--- config.mk ---
export PLATFORM = sky130hd
export DESIGN_NAME = irq_pending_latch
export DESIGN_NICKNAME = d
export VERILOG_FILES = /design/src/rtl/irq_pending_latch.sv
export SDC_FILE = /design/constraint.sdc
export NUM_CORES = 1
export LEC_CHECK = 0
export CELL_PAD_IN_SITES_DETAIL_PLACEMENT = 1
export CELL_PAD_IN_SITES_GLOBAL_PLACEMENT = 2
export CORE_MARGIN = 2
export CORE_UTILIZATION = 22
export CTS_CLUSTER_DIAMETER = 120
export CTS_CLUSTER_SIZE = 16
export DETAILED_ROUTE_END_ITERATION = 12
export PLACE_DENSITY = 0.76
export SETUP_SLACK_MARGIN = 0.15
export SLEW_MARGIN = 0
export SYNTH_ARGS = -nofsm -noshare
export SYNTH_HDL_FRONTEND = slang
export SYNTH_SLANG_ARGS = --single-unit
--- constraint.sdc ---
create_clock -name clk -period 1.9 [get_ports clk]
set_clock_uncertainty 0.15 [all_clocks]
set_input_delay 0.475 -clock clk [delete_from_list [all_inputs] [get_ports clk]]
set_output_delay 0.475 -clock clk [all_outputs]
set_load 0.005 [all_outputs]
--- src/rtl/irq_pending_latch.sv ---
// Per-source interrupt pending latch: captures requests (edge or level), clears on ack,
// masks at the output only, and records requests lost while still pending.
module irq_pending_latch #(
    parameter int EDGE_MODE = 1
) (
    input  logic       clk,
    input  logic       rst,
    input  logic [3:0] irq,
    input  logic [3:0] mask,
    input  logic       ack_valid,
    input  logic [1:0] ack_id,
    input  logic       ovf_clr,
    output logic [3:0] pend_vec,
    output logic       irq_any,
    output logic [3:0] ovf
);

    logic [3:0] pending;
    logic [3:0] irq_prev;
    logic [3:0] set_v;
    logic [3:0] clr_v;
    logic [3:0] lost_v;

    always_comb begin
        set_v  = (EDGE_MODE != 0) ? (irq & ~irq_prev) : irq;
        clr_v  = 4'b0000;
        if (ack_valid) begin
            clr_v[ack_id] = 1'b1;
        end
        // A new edge on a bit being acked in the same cycle re-arms it; not a loss.
        lost_v = (EDGE_MODE != 0) ? (set_v & pending & ~clr_v) : 4'b0000;
    end

    always_ff @(posedge clk) begin
        if (rst) begin
            pending  <= 4'b0000;
            irq_prev <= 4'b0000;
            ovf      <= 4'b0000;
        end else begin
            pending  <= set_v | (pending & ~clr_v);
            irq_prev <= irq;
            ovf      <= (ovf_clr ? 4'b0000 : ovf) | lost_v;
        end
    end

    // Mask gates visibility only, so a masked request appears as soon as it is unmasked.
    assign pend_vec = pending & mask;
    assign irq_any  = |pend_vec;

endmodule
# After elaboration in Yosys (flattened, before gate mapping)
# Cells that the tools add are included.
[op_classes] reduce_logical=2 muxes=4 n_lt_le_gt_ge=2 bitwise=9
[op_table] op="$and 4x4->4" count=5
[op_table] op="$mux 4" count=2
[op_table] op="$not 4->4" count=2
[op_table] op="$or 4x4->4" count=2
[op_table] op="$reduce_or 4->1" count=1
[op_table] op="$lt 2x3->1 const B" count=1
[op_table] op="$demux 1 s2" count=1
[op_table] op="$ge 2x1->1 const B" count=1
[op_table] op="$logic_and 1x1->1" count=1
[op_table] op="$mux 1" count=1
[word_totals] ff_bits=12 inputBits=14 out_inout_bits=9

# Longest topological paths before layout
[logic_depth] word_depth=8 depth_mapped=3 depth_no_buf=2

# Worst setup path before layout
# Ideal clock, no wire load.
[synth_timing] path_type="input port to output port" start="input mask[1]" end="output irq_any" arrival_time_ns=1.120 cell_stages=2 setup_slack_ns=0.155 path_cell_list="and2_1 -> or4_4"
[synth_via] elab_chain_len=2
[synth_rtl] element="from (decl)" line="9" text="input logic [3:0] mask,"
[synth_rtl] element="$and 4x4->4" line="47" text="assign pend_vec = pending & mask;"
[synth_rtl] element="$reduce_or 4->1" line="48" text="assign irq_any = |pend_vec;"
[synth_rtl] element="to (decl)" line="14" text="output logic irq_any,"
# Every way passes these cells.

# Final worst setup path
[layout_timing] start="register pending[1]" end="output irq_any"
[layout_via] elab_chain_len=2
[layout_rtl] element="from (decl)" line="18" text="logic [3:0] pending;"
[layout_rtl] element="from (signal assigned)" line="40" text="pending <= set_v | (pending & ~clr_v);"
[layout_rtl] element="$and 4x4->4" line="47"
[layout_rtl] element="$reduce_or 4->1" line="48"
# Every way passes these cells.

==> impl_summary.md <==
Finish
The library cell used most frequently in the layout, excluding fill and tap cells, is dfxtp_1. For this run, the number of standard cells in the final layout without fillers is 105. The synthesis-to-finish area growth is 67.26%. The number of nets at the end of the flow is 92. The multi-input combinational cells in the finished layout cover a total of 247.7 sq um. The number of antenna diodes in the final layout is 0. The area taken by flip-flops and latches is 244.0 sq um. The post-layout instance area is 818.3 sq um. The fraction of final layout cells sized beyond drive strength 1 is 0.3247. The layout has 257 filler cells.

Leaving out fill and tap cells, the most frequent cells in the layout are 9 x dfxtp_1, 8 x clkdlybuf4s50_1, 5 x dlymetal6s2s_1, 5 x buf_4.

Clocking
After clock tree synthesis, the clock-pin slew on the worst setup and hold paths is 0.08 ns. The clock latency at the later pin of the worst-skew pair is 0.27 ns. CTS saw 12 sinks. The library cell used as clock root buffer is clkbuf_4.

Counting along the longest clock path gives a buffer depth of 2. TritonCTS built the clock tree. The level count of the clock H-tree is 1. In this run, CTS created clock tree buffers numbering 3.

Die
The vertical extent of the die is 51.16 um. The number of primary I/O pins is 23. The die covers 0.002617 sq mm. The initialized floorplan defines 17 standard-cell rows. For this configuration, the core starts out at a cell density of 0.2277. The die span in x is 51.16 um.

The floorplan step defined a core boundary enclosing 0.002148 sq mm.

Setup path
The critical path startpoint category is a flip-flop. The slowest library cell on the worst path is or4_4. Walking the worst path, the cells encountered are and2_4, or4_4, buf_6.

The delay of the slowest critical-path stage is 0.50 ns. The arrival time reported for the critical path endpoint is 1.37 ns. The total stage count of the critical path is 3. The number of buffers and inverters on the critical path is 1. The count of cells along the worst register-to-register path is 4. STA puts the critical path data required time at 1.27 ns.

The nature of the critical path endpoint is a primary output. The maximum fanout encountered on the critical timing path is 2. The kind of cell with the highest combined delay along the critical path is simple AND/OR/NAND/NOR gates. The kind of critical path is reg -> out.

Timing
Setup violations remaining at the end of the flow were counted as 1. In the post-route analysis, the smallest setup slack over all paths is -0.09435 ns. The relative slew slack is 0.7516.

For the pin with the worst max-slew slack, the measured transition is 0.3720 ns. The tightest hold path in the finished design has a slack of 0.3469 ns. The smallest clock period supported by the final layout is computed as 1.994 ns. The max-slew violation count came to 0. The setup TNS after final layout is -0.09435 ns. Dividing the final minimum period by the clock period gives 1.050. The number of failing hold endpoints at the final stage was 0. Based on the critical path, the design can be clocked at up to 501.4 MHz. Setup repair after global routing could not meet its margin everywhere.

Route
In the routed design, unresolved DRC markers number 0. The mean routed wirelength per cell is 12.04 um. In this run, the number of DRC markers left after iteration 0 of detailed routing was 1.

For this run, the detailed router's first-pass iteration total came to 3. After detailed routing, the total wire length is 1.264 mm. Dividing the detail-routed via count by the number of cells gives 4.467.

The number of vias in the routed layout is 469. In this run the remaining antenna-violating nets after routing total 0.

Yosys
The distinct cell type count of the synthesized netlist is 19. Counting flops and latches in the post-synthesis netlist gives 12. Sorting the synthesized cells by area gives the leading types as dfxtp_1 49%, or3b_2 5.4%, nand2b_1 5.1%. The fraction of post-synthesis cell area in the top cell type by area is 0.4910. Yosys printed 0 warnings. The synthesized netlist net count is 61. The average instance in the mapped netlist occupies 10.41 sq um. The dominant cell type by area after synthesis is dfxtp_1.

Among all flip-flop cells after synthesis, the most frequent one is dfxtp_1. Synthesis produced 47 cells. Summing every instance area after synthesis gives 489.2 sq um.

The part of the Yosys area used for sequential elements is 0.4910. The async set-or-reset flop fraction in the synthesized netlist is 0. Counting flops with a built-in enable in the synthesized netlist gives 0.

Min path
The worst hold path class is reg -> reg. Along the worst hold path, the cell count comes to 1.

Global route
The total global routing track utilization is 0.1100. The number of global-route vias before repair is 491. The first global-routing pass estimated 2.111 mm of wire. The number of antenna violations at the first check in global routing is 0. The sum of overflow across all layers after global routing is 0.

The maximum number of pins on one net before global-route repair is 12.

Pwr
For this design the static power due to leakage is 0.4233 nW. The worst ir drop on vdd is 0.3834 mV. The power density over cell area is 716.7 mW/mm^2.

Placement
The count of port buffers added during placement is 22. The congestion estimate from routability-driven global placement came to 0.6716. The worst slack after detailed placement is -0.7250 ns. After legalization and detailed placement, the total HPWL measured 1.012 mm. In this run the cell area measured after placement is 769.5 sq um. Once placement completed, the tool counted placed cells totaling 100.

Outcome
The final reports fail on setup timing. The flow ran to the end, but the final reports show violations.

Run
The count of maximum capacitance violations is 0.
cells in the mapped netlist (2+ instances only):
master    count
dfxtp_1      12
nand2b_1      4
nor2b_1       4
and2_1        3
o22ai_1       3
o31ai_1       3
or3b_2        3
and3b_1       2
nor3b_1       2
or2b_1        2
area by class of cell:
class	instances	share of cell area
timing repair buffer	27	0.3073
multi-input combinational	33	0.3028
sequential	12	0.2982
clock buffer	4	0.04434
tap	28	0.04281
inverter	1	0.004587
metal layers:
metal,GRT usage,routed length [um],vias up
li1,-,-,227
met1,0.1234,577,222
met2,0.1797,568,18
met3,0.04386,108,2
met4,0.05405,10,0
met5,0,0,-
flip-flops by register name, summed over array words and instances, names as in the netlist:
register  cells
pending       4
ovf           4
irq_prev      4
worst reg2reg max path: stages (launching register included):
cell and delay (ns):
dfxtp_2 0.32, buf_4 0.12, buf_4 0.12, nor4bb_1 0.12, a22o_1 0.19
report_power, final:
| group | switching [W] | leakage [nW] | total, W | internal, W |
|---|---|---|---|---|
| logic | 0.0000363 | 0.302 | 0.000108 | 0.0000720 |
| registers | 0.00000661 | 0.100 | 0.000276 | 0.000269 |
| clock network | 0.0000862 | 0.0210 | 0.000203 | 0.000116 |
| total | 0.000129 | 0.423 | 0.000586 | 0.000457 |
path summary, 6_finish.rpt:
kind	from	to	slack, ns
setup / recovery	pending[1]$_SDFF_PP0_	irq_any	-0.09
hold / removal	ovf[3]$_SDFF_PP0_	ovf[3]$_SDFF_PP0_	0.35
setup reg to reg	pending[3]$_SDFF_PP0_	ovf[3]$_SDFF_PP0_	0.78
hold reg to reg	ovf[3]$_SDFF_PP0_	ovf[3]$_SDFF_PP0_	0.35
timing repair:
| item | CTS | global route |
|---|---|---|
| setup buffers | 1 | 0 |
| setup endpoints to repair | 6 | 6 |
| pin swaps | 3 | 0 |
| gates resized for setup | 25 | 6 |
| hold buffers | 0 | 0 |
cells by family (layout without fill, tap and decap cells):
kind of cell | after synthesis | count (layout) | synth area share
AOI/OAI and AO/OA | 8 | 8 | 0.1202
DFF | 12 | 12 | 0.4910
and+or+nand+nor | 25 | 25 | 0.3708
buffers and inverters | 2 | 32 | 0.01789
per-stage QoR:
stage | total power, W | utilization
after floorplan | 0.0003195 | -
after global placement | 0.0003878 | 0.3582
after detailed placement | 0.0003908 | 0.3582
after CTS | 0.0005958 | 0.3745
after global routing | 0.0006226 | 0.3809
final | 0.0005865 | 0.3809
(Power assumes the default switching activity.)
